## src/rtl/loader_pkg.sv

```systemverilog
// Shared types and protocol constants for the UART memory loader.
package loader_pkg;

  typedef enum logic [3:0] {
    S_IDLE,
    S_A_HI,
    S_A_LO,
    S_CNT,
    S_W_DATA,
    S_TX_CSUM,
    S_TX_ACK,
    S_R_ISSUE,
    S_R_WAIT,
    S_R_TX
  } state_t;

  typedef enum logic [1:0] {
    T_IDLE,
    T_END,
    T_GAP
  } txq_state_t;

  localparam logic [7:0] CMD_LOAD = 8'h4C;
  localparam logic [7:0] CMD_READ = 8'h52;
  localparam logic [7:0] ACK      = 8'h4B;

endpackage

```

## src/rtl/uart_loader_if.sv

```systemverilog
// UART receive/transmit and block-RAM port bundle between the loader and its surroundings.
interface uart_loader_if #(
    parameter int AW = 9
);
    logic          rx_valid;
    logic [7:0]    rx_data;
    logic          rx_rd;
    logic          tx_busy;
    logic          tx_wr;
    logic [7:0]    tx_data;
    logic          mem_we;
    logic [AW-1:0] mem_waddr;
    logic [7:0]    mem_wdata;
    logic [AW-1:0] mem_raddr;
    logic [7:0]    mem_rdata;

    modport master (
        input  rx_valid, rx_data, tx_busy, mem_rdata,
        output rx_rd, tx_wr, tx_data, mem_we, mem_waddr, mem_wdata, mem_raddr
    );

    modport slave (
        output rx_valid, rx_data, tx_busy, mem_rdata,
        input  rx_rd, tx_wr, tx_data, mem_we, mem_waddr, mem_wdata, mem_raddr
    );
endinterface

```

## src/rtl/loader_txq.sv

```systemverilog
// Single-byte transmit handshake: waits for tx_busy low, strobes tx_wr once,
// then holds off one gap cycle before the transmitter status is trusted again.
module loader_txq
    import loader_pkg::*;
(
    input  logic       clk,
    input  logic       resetq,
    input  logic       req,
    input  logic [7:0] byte_in,
    input  logic       tx_busy,
    output logic       done,
    output logic       tx_wr,
    output logic [7:0] tx_data
);
    txq_state_t st_q, st_d;
    logic       tx_wr_q, tx_wr_d;
    logic [7:0] tx_data_q, tx_data_d;
    logic       done_q, done_d;

    always_comb begin
        st_d      = st_q;
        tx_wr_d   = 1'b0;
        tx_data_d = tx_data_q;
        done_d    = 1'b0;
        case (st_q)
            T_IDLE: begin
                if (req && !tx_busy) begin
                    tx_wr_d   = 1'b1;
                    tx_data_d = byte_in;
                    st_d      = T_END;
                end
            end
            T_END: begin
                done_d = 1'b1;
                st_d   = T_GAP;
            end
            // requester sees done during this cycle and drops or changes req
            T_GAP:   st_d = T_IDLE;
            default: st_d = T_IDLE;
        endcase
    end

    always_ff @(posedge clk or negedge resetq) begin
        if (!resetq) begin
            st_q      <= T_IDLE;
            tx_wr_q   <= 1'b0;
            tx_data_q <= 8'h00;
            done_q    <= 1'b0;
        end else begin
            st_q      <= st_d;
            tx_wr_q   <= tx_wr_d;
            tx_data_q <= tx_data_d;
            done_q    <= done_d;
        end
    end

    assign done    = done_q;
    assign tx_wr   = tx_wr_q;
    assign tx_data = tx_data_q;
endmodule

```

## src/rtl/uart_loader.sv

```systemverilog
// UART-driven block-RAM loader: 'L' frames write payload bytes and return a
// checksum plus 'K'; 'R' frames stream memory back followed by 'K'.
module uart_loader
    import loader_pkg::*;
#(
    parameter int TIMEOUT = 12000000,
    parameter int AW      = 9
) (
    input  logic              clk,
    input  logic              resetq,
    uart_loader_if.master     bus,
    output logic              busy
);
    localparam int TO_W = $clog2(TIMEOUT + 1);

    state_t          state_q, state_d;
    logic            op_q, op_d;
    logic [AW-1:0]   addr_q, addr_d;
    logic [8:0]      cnt_q, cnt_d;
    logic [7:0]      csum_q, csum_d;
    logic [7:0]      rbuf_q, rbuf_d;
    logic [TO_W-1:0] to_q, to_d;
    logic            we_q, we_d;
    logic [AW-1:0]   waddr_q, waddr_d;
    logic [7:0]      wdata_q, wdata_d;

    logic            rx_rd;
    logic            accept;
    logic            timed;
    logic            tx_req;
    logic [7:0]      tx_byte;
    logic            tx_done;

    assign timed  = state_q inside {S_A_HI, S_A_LO, S_CNT, S_W_DATA};
    // gated by resetq so nothing is consumed while reset is held
    assign rx_rd  = resetq && (timed || state_q == S_IDLE);
    assign accept = bus.rx_valid && rx_rd;

    always_comb begin
        state_d = state_q;
        op_d    = op_q;
        addr_d  = addr_q;
        cnt_d   = cnt_q;
        csum_d  = csum_q;
        rbuf_d  = rbuf_q;
        to_d    = '0;
        we_d    = 1'b0;
        waddr_d = waddr_q;
        wdata_d = wdata_q;
        tx_req  = 1'b0;
        tx_byte = ACK;

        if (timed) to_d = accept ? '0 : to_q + TO_W'(1);

        case (state_q)
            S_IDLE: begin
                if (accept && bus.rx_data == CMD_LOAD) begin
                    op_d    = 1'b0;
                    state_d = S_A_HI;
                end else if (accept && bus.rx_data == CMD_READ) begin
                    op_d    = 1'b1;
                    state_d = S_A_HI;
                end
            end
            S_A_HI: if (accept) begin
                addr_d  = AW'({bus.rx_data[0], 8'h00});
                state_d = S_A_LO;
            end
            S_A_LO: if (accept) begin
                addr_d  = addr_q | AW'(bus.rx_data);
                state_d = S_CNT;
            end
            S_CNT: if (accept) begin
                cnt_d   = (bus.rx_data == 8'h00) ? 9'd256 : {1'b0, bus.rx_data};
                csum_d  = 8'h00;
                state_d = op_q ? S_R_ISSUE : S_W_DATA;
            end
            S_W_DATA: if (accept) begin
                we_d    = 1'b1;
                waddr_d = addr_q;
                wdata_d = bus.rx_data;
                addr_d  = addr_q + AW'(1);
                csum_d  = csum_q + bus.rx_data;
                cnt_d   = cnt_q - 9'd1;
                if (cnt_q == 9'd1) state_d = S_TX_CSUM;
            end
            S_TX_CSUM: begin
                tx_req  = 1'b1;
                tx_byte = csum_q;
                if (tx_done) state_d = S_TX_ACK;
            end
            S_TX_ACK: begin
                tx_req = 1'b1;
                if (tx_done) state_d = S_IDLE;
            end
            S_R_ISSUE: state_d = S_R_WAIT;
            S_R_WAIT: begin
                rbuf_d  = bus.mem_rdata;
                state_d = S_R_TX;
            end
            S_R_TX: begin
                tx_req  = 1'b1;
                tx_byte = rbuf_q;
                if (tx_done) begin
                    addr_d  = addr_q + AW'(1);
                    cnt_d   = cnt_q - 9'd1;
                    state_d = (cnt_q == 9'd1) ? S_TX_ACK : S_R_ISSUE;
                end
            end
            default: state_d = S_IDLE;
        endcase

        // an accepted byte always wins over an expiring timeout
        if (timed && !accept && to_q == TO_W'(TIMEOUT)) state_d = S_IDLE;
    end

    always_ff @(posedge clk or negedge resetq) begin
        if (!resetq) begin
            state_q <= S_IDLE;
            op_q    <= 1'b0;
            addr_q  <= '0;
            cnt_q   <= '0;
            csum_q  <= 8'h00;
            rbuf_q  <= 8'h00;
            to_q    <= '0;
            we_q    <= 1'b0;
            waddr_q <= '0;
            wdata_q <= 8'h00;
        end else begin
            state_q <= state_d;
            op_q    <= op_d;
            addr_q  <= addr_d;
            cnt_q   <= cnt_d;
            csum_q  <= csum_d;
            rbuf_q  <= rbuf_d;
            to_q    <= to_d;
            we_q    <= we_d;
            waddr_q <= waddr_d;
            wdata_q <= wdata_d;
        end
    end

    loader_txq u_txq (
        .clk     (clk),
        .resetq  (resetq),
        .req     (tx_req),
        .byte_in (tx_byte),
        .tx_busy (bus.tx_busy),
        .done    (tx_done),
        .tx_wr   (bus.tx_wr),
        .tx_data (bus.tx_data)
    );

    assign bus.rx_rd     = rx_rd;
    assign bus.mem_we    = we_q;
    assign bus.mem_waddr = waddr_q;
    assign bus.mem_wdata = wdata_q;
    assign bus.mem_raddr = addr_q;
    assign busy          = (state_q != S_IDLE);
endmodule

```

## src/flat_wrapper.sv

```systemverilog
// flat-port wrapper written by rule: the top's interface ports become plain ports
module uart_loader_flat import loader_pkg::*;
#(
    parameter int TIMEOUT = 12000000,
    parameter int AW      = 9
)
  (clk, resetq, busy, bus_rx_valid, bus_rx_data, bus_tx_busy, bus_mem_rdata, bus_rx_rd, bus_tx_wr, bus_tx_data, bus_mem_we, bus_mem_waddr, bus_mem_wdata, bus_mem_raddr);
  uart_loader_if #(.AW(AW)) bus_i ();
  input  logic clk;
  input  logic resetq;
  output logic busy;
  input wire logic [$bits(bus_i.rx_valid)-1:0] bus_rx_valid;
  input wire logic [$bits(bus_i.rx_data)-1:0] bus_rx_data;
  input wire logic [$bits(bus_i.tx_busy)-1:0] bus_tx_busy;
  input wire logic [$bits(bus_i.mem_rdata)-1:0] bus_mem_rdata;
  output wire logic [$bits(bus_i.rx_rd)-1:0] bus_rx_rd;
  output wire logic [$bits(bus_i.tx_wr)-1:0] bus_tx_wr;
  output wire logic [$bits(bus_i.tx_data)-1:0] bus_tx_data;
  output wire logic [$bits(bus_i.mem_we)-1:0] bus_mem_we;
  output wire logic [$bits(bus_i.mem_waddr)-1:0] bus_mem_waddr;
  output wire logic [$bits(bus_i.mem_wdata)-1:0] bus_mem_wdata;
  output wire logic [$bits(bus_i.mem_raddr)-1:0] bus_mem_raddr;
  assign bus_i.rx_valid = bus_rx_valid;
  assign bus_i.rx_data = bus_rx_data;
  assign bus_i.tx_busy = bus_tx_busy;
  assign bus_i.mem_rdata = bus_mem_rdata;
  assign bus_rx_rd = bus_i.rx_rd;
  assign bus_tx_wr = bus_i.tx_wr;
  assign bus_tx_data = bus_i.tx_data;
  assign bus_mem_we = bus_i.mem_we;
  assign bus_mem_waddr = bus_i.mem_waddr;
  assign bus_mem_wdata = bus_i.mem_wdata;
  assign bus_mem_raddr = bus_i.mem_raddr;
  uart_loader #(.TIMEOUT(TIMEOUT), .AW(AW)) u_core (.clk(clk), .resetq(resetq), .bus(bus_i), .busy(busy));
endmodule
```

## config.mk

```make
export PLATFORM = sky130hd
export DESIGN_NAME = uart_loader_flat
export DESIGN_NICKNAME = d
export VERILOG_FILES = /design/src/rtl/loader_pkg.sv /design/src/rtl/uart_loader_if.sv /design/src/rtl/loader_txq.sv /design/src/rtl/uart_loader.sv /design/src/flat_wrapper.sv
export SDC_FILE = /design/constraint.sdc
export NUM_CORES = 1
export LEC_CHECK = 0
export BUFFER_PORTS_ARGS = -buffer_cell sky130_fd_sc_hd__buf_2
export CAP_MARGIN = 10
export CORE_ASPECT_RATIO = 1.25
export CORE_UTILIZATION = 53
export DETAILED_ROUTE_END_ITERATION = 8
export GPL_ROUTABILITY_DRIVEN = 0
export HOLD_SLACK_MARGIN = 0.03
export PLACE_DENSITY = 0.77
export SLEW_MARGIN = 10
export SYNTH_ARGS = -nofsm -noshare
export SYNTH_HDL_FRONTEND = slang
export SYNTH_HIERARCHICAL = 1
export SYNTH_SLANG_ARGS = --single-unit
```

## constraint.sdc

```tcl
create_clock -name clk -period 2.1 [get_ports clk]
set_input_delay 0.525 -clock clk [delete_from_list [all_inputs] [get_ports clk]]
set_output_delay 0.525 -clock clk [all_outputs]
set_load 0.02 [all_outputs]
```

==> results of run 1 <==
-- critical path: cells and delay by family, from the launching register on --
kind | cells | cell delay, ns
mux | 1 | 0.11
flops | 1 | 0.39
simple gates | 3 | 0.85
compound gates | 1 | 0.48
buf+inv | 1 | 0.16
-- flip-flops by register name, summed over array words and instances (netlist names) --
name                  flops
u_core/bus.mem_raddr      9
u_core/bus.mem_waddr      9
u_core/bus.mem_wdata      8
u_core/bus.mem_we         1
u_core/cnt_q              9
u_core/csum_q             8
u_core/op_q               1
u_core/rbuf_q             8
u_core/state_q            4
u_core/to_q              24
u_core/u_txq/done         1
u_core/u_txq/st_q         2
u_core/u_txq/tx_data      8
u_core/u_txq/tx_wr        1
-- area by class of cell --
class	instances	area, sq um	area share
Sequential cell	93	2330	0.381
Clock inverter	5	56.3	0.00921
Multi-Input combinational cell	406	2490	0.407
Timing Repair Buffer	118	753	0.123
Inverter	21	78.8	0.0129
Clock buffer	11	253	0.0414
Tap cell	123	154	0.0252
-- worst max-delay path by stage --
stage	to	slack (ns)	cells after the start
finish	u_core/state_q[0]	-0.0005	6
global route	u_core/state_q[0]	-0.05	6
CTS	u_core/state_q[1]	0.009	6
detailed placement	u_core/cnt_q[1]	-0.06	6
global placement	u_core/state_q[1]	-0.003	8
floorplan	u_core/u_txq/tx_data[0]	0.03	7
-- metal layers --
layer / vias up / GRT usage / wire length, um
met5: - / 0 / 0
met4: 0 / 0.120 / 339
met3: 32 / 0.0544 / 522
met2: 128 / 0.479 / 6480
met1: 2203 / 0.310 / 5190
li1: 2145 / - / -
-- cells by family after synthesis --
| family | share of synthesized area |
|---|---|
| muxes | 0.0426 |
| and+or+nand+nor | 0.230 |
| xor gates and xnor gates | 0.0388 |
| adders and majority gates | 0.0343 |
| AOI/OAI and AO/OA | 0.150 |
| buffers and inverters | 0.0358 |
| DFF | 0.469 |
-- layout by cell type, fill, tap and decap left out, types with 4 or more instances in the layout --
cell type and instances:
buf_4 60, nand2_1 99, ha_1 12, nor4_1 5, a21o_1 4, nor3_1 16, a22oi_1 4, nor2_1 49
mux2_2 17, o21ai_0 29, buf_2 56, clkbuf_16 9, dfrtp_1 92, nor4b_1 5, a31oi_1 5, and2_1 4
xnor2_1 14, a22o_1 4, nand3_1 12, inv_1 21, a21oi_1 29, and3_1 8, o221ai_1 6, or3_1 9
o22ai_1 12, xor2_1 8
-- power by group through the flow --
stage	registers [mW]	clock network [mW]	logic [mW]
finish	2.81	1.67	3.36
global route	2.89	1.77	3.68
CTS	2.79	1.69	3.31
detailed placement	2.81	0	3.28
global placement	2.78	0	3.16
floorplan	3.03	0	1.85
-- repair_timing --
| item | 4_1_cts | 5_1_grt |
|---|---|---|
| pin swaps | 3 | 5 |
| endpoints found under the hold margin | 0 | 0 |
| endpoints found under the setup margin | 2 | 23 |
| buffers inserted | 2 | 0 |
| gates resized for setup | 1 | 7 |
==> impl_results.md, run 1 <==
* Status: complete, but fails checks
* Failing checks: design-rule violations, negative setup slack
* Final Worst Setup Slack at -0.000489 ns
* Initial core utilization at 0.544
* Worst Path Required at 2.33 ns
* Pwr per Cell Area at 1280 mW/mm^2
* CTS HTree Levels at 3
* Synth Instances at 541
* Seq/Total Area, Yosys at 0.469
* Pwr Total at 7.84 mW
* Top cell type's share of synthesized area at 0.469
* Dpl ws at -0.0583 ns
* Max clock buf depth at 2
* Sw power at 3.06 mW
* Total gr overflow at 0
* Slowest stage cell, crit path: or4_4
* Part of the power in registers at 0.358
* RSZ-0062 raised after global routing: yes
* 1st-iter DRT viols at 340
* Skew final at 0.00772 ns
* First-pass GRT wire length at 20100 um
* Via count at 4508
* Count leader, synth: nand2_1
* Reg2reg start: u_core/cnt_q[3]
* Post-Layout Inst Area at 0.00611 sq mm
* Largest net degree at the start of global routing at 57
* Post-layout util at 0.670
* Avg Inst Size Synth at 9.18 sq um
* Placed wire-length estimate at 8970 um
* Vias in the first global route at 4357
* Reg clk slew, reported paths at 0.07 ns
* F_max at 476 MHz
* Worst skew pair latency at 0.34 ns
* Max-cap violations at 0
* Post-Route WL at 12500 um
* Cell area after placement at 0.00576 sq mm
* Root Buffer: clkbuf_16
* YS warnings at 6
* Hold Crit Class: input port to asynchronous set/reset pin
* WP data arrival at 2.33 ns
* Top cells by area in the synthesized netlist: dfrtp_1, nand2_1, mux2_2
* Fillers at 714
* Period minus WS final at 2.10 ns
* Cell row count at 39
* Combinational power share at 0.429
* Post-CTS Hold Buffers at 0
* GRT Total Usage at 0.269
* Fin. max-slew vios at 0
* Fin Hold WS at 0.335 ns
* Worst r2r dst: u_core/state_q[0]
* Maximum fanout along the worst path at 3
* Net Sw Frac at 0.390
* Non-Filler Instances at 777
* Boundary Pins at 58
* Netlist Area Pre-Place at 0.00497 sq mm
* Relative slew slack at 0.526
* Slowest cell delay on critical path at 0.55 ns
* Largest area contributor in the synthesized netlist: dfrtp_1
* Clock group share of total power at 0.213
* Core area at 0.00913 sq mm
* Share of cells above drive strength 1 at 0.255
* Drt wl/cell at 16.1 um
* Lkg Pwr at 2.90 nW
* Setup TNS at -0.000489 ns
* Worst Tran Pin Value at 0.711 ns
* #FFs+latches synth at 93
* Die Ht at 110 um
* Antenna cells at 0
* CP cell instances: or4_4, nor3_4, nand3b_1, a2111o_1, buf_4, mux2i_1
* DIE AREA at 0.00977 sq mm
* Initial antenna violation count at 0
* DR vias/cell at 5.80
* Crit Path Class: flip-flop to flip-flop
* Distinct cells, synth at 56
* TritonCTS clock tree: built
* Number of port buffers at 57
* Max IR drop VDD at 0.616 mV
* Most frequent cells after synthesis: nand2_1, dfrtp_1, nor2_1, o21ai_0, a21oi_1
* Drt first pass iters at 7
* Period utilization at 1.00
* Reg-to-reg slack, setup at -0.0005 ns
* Setup violations, final at 1
* P_int at 4.78 mW
* Beginning of the critical path: u_core/cnt_q[3]
* Synth-to-Final Area Change at 23.0%
* Final Net Count at 682
* Worst setup EP type: flip-flop
* Post-synth EDFFs at 0
* CP Launch Type: flip-flop
* Mapped Nets at 574
* R2R cell count at 6
* DRC Markers at 2
* Dominant register cell in the synthesized netlist: dfrtp_1
* Clk sinks at 93
* Final Hold Vio Count at 0
* Width of the die at 88.6 um
* Async S/R FF share, synth at 1.00
* TritonCTS Buffers at 9
* Antenna Nets Post-Route at 0
* Placed Cells at 759
Power figures use the tool's default switching activity.
==> run 2, diff against run 1 <==
CORE_UTILIZATION = 63   (was 53)
PLACE_DENSITY = 0.86   (was 0.77)
clock period = 2.55 ns   (was 2.1 ns; I/O delays follow)
==> run 2 against run 1 <==
Against the previous run: non-clock buffer count down 46; sequential cell count unchanged; core utilization up 7.9 points; cell area down 8.3%; power down 26%; the flow now finishes without violations; fmax down 8.3%; clock skew up 0.0054 ns; sequential share of layout area up 3.4 points; highest routed layer unchanged.
==> impl_results.md, run 2 (synthesis gave the netlist of run 1 again) <==
* Status: complete, no violations
* Lkg Pwr at 2.62 nW (-9.7%)
* Sw power at 2.38 mW (-22%)
* Width of the die at 81.4 um (-8.1%)
* Setup Fix Bufs, Post-CTS at 0 (-2)
* Dpl ws at 0.183 ns (+0.241 ns)
* Relative slew slack at 0.452 (-0.0736)
* Final Worst Setup Slack at 0.258 ns (+0.259 ns)
* P_int at 3.43 mW (-28%)
* Via count at 4349 (-3.5%)
* DR vias/cell at 6.21 (+7.1%)
* Most frequent cells in the layout: nand2_1, dfrtp_1, buf_2
* Number of port buffers at 57 (unchanged)
* Max-cap violations at 0 (unchanged)
* Antenna Nets Post-Route at 0 (unchanged)
* Fin. max-slew vios at 0 (unchanged)
* Crit Path Class: flip-flop to flip-flop
* Cell row count at 35 (-10%)
* Largest net degree at the start of global routing at 66 (+16%)
* Fin Hold WS at 0.109 ns (-0.226 ns)
* Worst Path Required at 2.79 ns (+0.46 ns)
* Commonest non-fill, non-tap cell in the layout: nand2_1
* Combinational power share at 0.406 (-0.023)
* Non-Filler Instances at 700 (-9.9%)
* CP cell instances: nor3b_1, o21ai_1, buf_4, nor3_1, a21oi_1, o22ai_1
* Worst skew pair latency at 0.36 ns (+0.02 ns)
* Setup violations, final at 0 (-1)
* Maximum fanout along the worst path at 17 (+14)
* Total gr overflow at 0 (unchanged)
* Worst setup EP type: flip-flop
* CTS HTree Levels at 3 (unchanged)
* Final Hold Vio Count at 0 (unchanged)
* DRC Markers at 0 (-2)
* Antenna cells at 0 (unchanged)
* Post-CTS Hold Buffers at 0 (unchanged)
* Slowest cell delay on critical path at 0.67 ns (+0.12 ns)
* Post-Route WL at 11600 um (-7.3%)
* GRT Total Usage at 0.309 (+0.0399)
* Pwr per Cell Area at 1040 mW/mm^2 (-19%)
* RSZ-0062 raised after global routing: no
* Initial antenna violation count at 0 (unchanged)
* Period utilization at 0.899 (-0.102)
* Root Buffer: clkbuf_8
* Vias in the first global route at 4175 (-4.2%)
* Max reg flops at 24 (unchanged)
* Skew final at 0.0131 ns (+0.00535 ns)
* Clk sinks at 93 (unchanged)
* Hold Crit Class: input port to asynchronous set/reset pin
* Core area at 0.00749 sq mm (-18%)
* TritonCTS clock tree: built
* Drt wl/cell at 16.6 um (+2.9%)
* DIE AREA at 0.00825 sq mm (-16%)
* 1st-iter DRT viols at 324 (-4.7%)
* WP data arrival at 2.53 ns (+0.20 ns)
* Part of the power in registers at 0.411 (+0.053)
* Share of cells above drive strength 1 at 0.191 (-0.0646)
* Drt first pass iters at 5 (-2)
* Clock group share of total power at 0.182 (-0.031)
* Synth-to-Final Area Change at 12.8%
* Placed Cells at 684 (-9.9%)
* Max clock buf depth at 2 (unchanged)
* Max IR drop VDD at 0.622 mV (+1.1%)
* First-pass GRT wire length at 19500 um (-2.7%)
* TritonCTS Buffers at 9 (unchanged)
* Largest Register: u_core/to_q
* Net Sw Frac at 0.410 (+0.0197)
* Slowest stage cell, crit path: dfrtp_1
* CP Launch Type: flip-flop
* Setup TNS at 0 ns (+0.000489 ns)
* Initial core utilization at 0.663 (+0.119)
* Worst Tran Pin Value at 0.822 ns (+0.110 ns)
* Die Ht at 101 um (-8.1%)
* Reg clk slew, reported paths at 0.09 ns (+0.02 ns)
* Pwr Total at 5.81 mW (-26%)
* F_max at 436 MHz (-8.3%)
* Boundary Pins at 58 (unchanged)
* Final Net Count at 636 (-6.7%)
* Placed wire-length estimate at 8270 um (-7.8%)
* Period minus WS final at 2.29 ns (+0.191 ns)
* Post-CTS resize count at 0 (-1)
* Fillers at 536 (-25%)
[run 2: cell count changes in the layout (fill, tap and decap cells not counted), sizes merged]
cell,before,now
buf,118,72
clkbuf,11,10
bufinv,1,2
[run 2: worst paths after layout]
path,startpoint,end,slack (ns),cells past startpoint
min reg2reg,u_core/bus.mem_waddr[2],u_core/bus.mem_waddr[2],0.47,2
max in group asynchronous,resetq,u_core/csum_q[5],1.40,2
max,u_core/state_q[3],u_core/cnt_q[4],0.26,6
min in group clk,u_core/bus.mem_waddr[2],u_core/bus.mem_waddr[2],0.47,2
min,resetq,u_core/state_q[2],0.11,1
max reg2reg,u_core/state_q[3],u_core/cnt_q[4],0.26,6
[run 2: metal layers]
metal,GRT usage,wire (um),vias up
met1,0.388,4720,2086
met4,0.168,409,0
met3,0.0613,682,41
met2,0.498,5800,172
met5,0,0,-
li1,-,-,2050
[run 2: stage by stage]
stage           util  cell area, sq um
2_1_floorplan      -              4970
3_3_place_gp   0.719              5380
5_1_grt        0.749              5610
3_5_place_dp   0.719              5380
6_report       0.749              5610
4_1_cts        0.748              5600
[run 2: critical path: cells and delay by family (launching register included)]
| family | cells | cell delay (ns) |
|---|---|---|
| AO/OA/AOI/OAI | 3 | 0.94 |
| buffers and inverters | 1 | 0.31 |
| flip-flops | 1 | 0.67 |
| AND/OR/NAND/NOR | 2 | 0.24 |
[run 2: power groups by stage]
stage	combinational [mW]	sequential, mW	clock (mW)
after floorplan	1.51	2.50	0
after global placement	2.23	2.37	0
after detailed placement	2.32	2.41	0
after CTS	2.33	2.38	1.08
after global routing	2.60	2.47	1.15
final	2.36	2.39	1.06
[run 2: cell type report]
| type | instances | area [sq um] | share of cell area |
|---|---|---|---|
| Timing Repair Buffer | 72 | 400 | 0.0714 |
| Clock buffer | 10 | 128 | 0.0228 |
| Tap cell | 92 | 115 | 0.0205 |
| Inverter | 21 | 78.8 | 0.0141 |
| Multi-Input combinational cell | 406 | 2470 | 0.440 |
| Clock inverter | 6 | 86.3 | 0.0154 |
| Sequential cell | 93 | 2330 | 0.415 |
==> run 3, diff against run 2 <==
CORE_UTILIZATION = 44   (was 63)
CTS_BUF_LIST = sky130_fd_sc_hd__clkbuf_2 sky130_fd_sc_hd__clkbuf_4 sky130_fd_sc_hd__clkbuf_8   (was unset)
PLACE_DENSITY = 0.64   (was 0.86)
==> run 3 against run 2 <==
Against the previous run: count of clock-buffer cells in the layout rose by 2; critical path depth down 2; die area rose by 42%; cell count is 7.0% higher; non-clock buffer count rose by 6; sequential share of layout area shrank 0.56 points; critical path type is now flip-flop to output port; highest routed layer unchanged.
==> impl_results.md, run 3 (synthesis gave the netlist of run 1 again) <==
* TritonCTS Buffers at 9 (unchanged)
* Die Ht at 121 um (+19%)
* Via count at 4239 (-2.5%)
* Clk sinks at 93 (unchanged)
* Placed Cells at 733 (+7.2%)
* RSZ-0062 raised after global routing: no
* Fillers at 1045 (+95%)
* Slowest cell delay on critical path at 0.50 ns (-0.17 ns)
* Fin. max-slew vios at 0 (unchanged)
* Width of the die at 97.0 um (+19%)
* Largest Register: u_core/to_q
* GRT Total Usage at 0.212 (-0.0976)
* Hold Crit Class: input port to asynchronous set/reset pin
* Pwr per Cell Area at 1010 mW/mm^2 (-3.0%)
* GR Layer Usage met3 at 0.0347 (-0.0266)
* Total gr overflow at 0 (unchanged)
* Root Buffer: clkbuf_8
* CP Launch Type: flip-flop
* Crit Path Class: flip-flop to output port
* Setup violations, final at 0 (unchanged)
* Delay-heaviest family, CP: flip-flops
* Synth-to-Final Area Change at 14.3%
* Antenna cells at 0 (unchanged)
* Reg-to-reg slack, setup at 0.31 ns (+0.05 ns)
* Worst r2r dst: u_core/u_txq/tx_data[1]
* Max-cap violations at 0 (unchanged)
* Skew final at 0.0139 ns (+0.000795 ns)
* Commonest non-fill, non-tap cell in the layout: nand2_1
* Number of port buffers at 57 (unchanged)
* Vias in the first global route at 4012 (-3.9%)
* Pwr Total at 5.72 mW (-1.7%)
* Reg2reg start: u_core/state_q[0]
* Drt wl/cell at 16.0 um (-3.3%)
* Placed wire-length estimate at 8500 um (+2.8%)
* F_max at 443 MHz (+1.4%)
* Worst Tran Pin Value at 0.660 ns (-0.162 ns)
* Post-layout util at 0.515 (-0.234)
* Final Net Count at 642 (+0.94%)
* Reg clk slew, reported paths at 0.09 ns (about the same)
* Post-CTS resize count at 0 (unchanged)
* Non-Filler Instances at 749 (+7.0%)
* Post-Route WL at 12000 um (+3.4%)
* Initial core utilization at 0.450 (-0.213)
* Worst path bufs/invs at 2 (+1)
* Antenna Nets Post-Route at 0 (unchanged)
* Share of cells above drive strength 1 at 0.197 (+0.00628)
* Cell row count at 43 (+23%)
* R2R cell count at 7 (+1)
* Final Hold Vio Count at 0 (unchanged)
* Worst skew pair latency at 0.37 ns (about the same)
* Worst Path Required at 1.91 ns (-0.88 ns)
* DRC Markers at 0 (unchanged)
* Largest net degree at the start of global routing at 50 (-24%)
* M1 GR Usage at 0.281 (-0.107)
* Max clock buf depth at 2 (unchanged)
* Relative slew slack at 0.558 (+0.106)
* WP data arrival at 1.62 ns (-0.91 ns)
* TritonCTS clock tree: built
* Post-CTS Hold Buffers at 0 (unchanged)
* Period utilization at 0.886 (-0.0128)
* Worst setup EP type: output port
* Setup Fix Bufs, Post-CTS at 0 (unchanged)
* 1st-iter DRT viols at 209 (-35%)
* Drt first pass iters at 6 (+1)
* DIE AREA at 0.0117 sq mm (+42%)
* Initial antenna violation count at 0 (unchanged)
* Lkg Pwr at 2.63 nW (+0.52%)
* Max IR drop VDD at 0.497 mV (-20%)
* Max reg flops at 24 (unchanged)
* Setup TNS at 0 ns (unchanged)
* Most frequent cells in the layout: nand2_1, dfrtp_1, buf_2
* Core area at 0.0110 sq mm (+47%)
* Period minus WS final at 2.26 ns (-0.0326 ns)
* CTS HTree Levels at 3 (unchanged)
* GRT met2 Usage at 0.344 (-0.154)
* First-pass GRT wire length at 19800 um (+1.1%)
* Maximum fanout along the worst path at 11 (-6)
* CP cell instances: buf_4, nor2_1, nand2_1, buf_2
* GRT busiest layer: met2
* Status: complete, no violations
* DR vias/cell at 5.66 (-8.9%)
* Boundary Pins at 58 (unchanged)
* Slowest stage cell, crit path: dfrtp_1
==> run 3: cell types whose count changed in the layout (fill, tap and decap cells not counted), sizes merged <==
cell,previous run,this run
clkinv,2,1
buf,72,78
clkinvlp,1,3
bufinv,2,0
inv,22,21
clkbuf,10,12
==> run 3: power breakdown <==
group          switching [mW]  internal [mW]
combinational            1.39          0.968
sequential              0.457           1.92
clock                   0.545          0.436
==> run 3: worst reg2reg max path: stages (launching register included) <==
cell and delay (ns):
dfrtp_1 0.59, inv_1 0.19, nor2_1 0.29, o21ai_0 0.14
o21ai_0 0.13, nor4b_4 0.23, buf_4 0.21, mux2_2 0.35
==> run 3: stage by stage <==
step                setup WS, ns  area, sq um  hold WS (ns)
global placement           0.276         5480         0.452
finish                     0.291         5680        0.0739
detailed placement         0.221         5480         0.457
floorplan                  0.267         4970         0.342
CTS                        0.284         5680        0.0626
global route              0.0609         5680        0.0685
==> run 3: how the worst max path moves through the flow <==
stage,cells after the start,slack (ns),end,from
after global placement,4,0.28,bus_rx_rd,resetq
after global routing,7,0.06,u_core/u_txq/tx_data[7],u_core/state_q[3]
after floorplan,7,0.27,u_core/u_txq/tx_data[0],u_core/state_q[2]
final,4,0.29,busy,u_core/state_q[2]
after CTS,4,0.28,busy,u_core/state_q[2]
after detailed placement,8,0.22,u_core/csum_q[6],bus_rx_data[0]
==> run 3: layer usage <==
layer / wire length, um / vias up / share of wire
met5: 0 / - / 0
met1: 5510 / 2051 / 0.46
met2: 5790 / 111 / 0.48
met3: 481 / 17 / 0.040
li1: - / 2060 / -
met4: 232 / 0 / 0.019
==> run 3: final cells by class <==
class	instances	area, sq um	share of cell area
well taps	135	169	0.0297
multi-input cells	406	2460	0.434
flip-flops and latches	93	2330	0.410
clock inverters	4	31.3	0.00551
repair buffers	78	445	0.0784
inverters	21	78.8	0.0139
clock buffers	12	165	0.0291
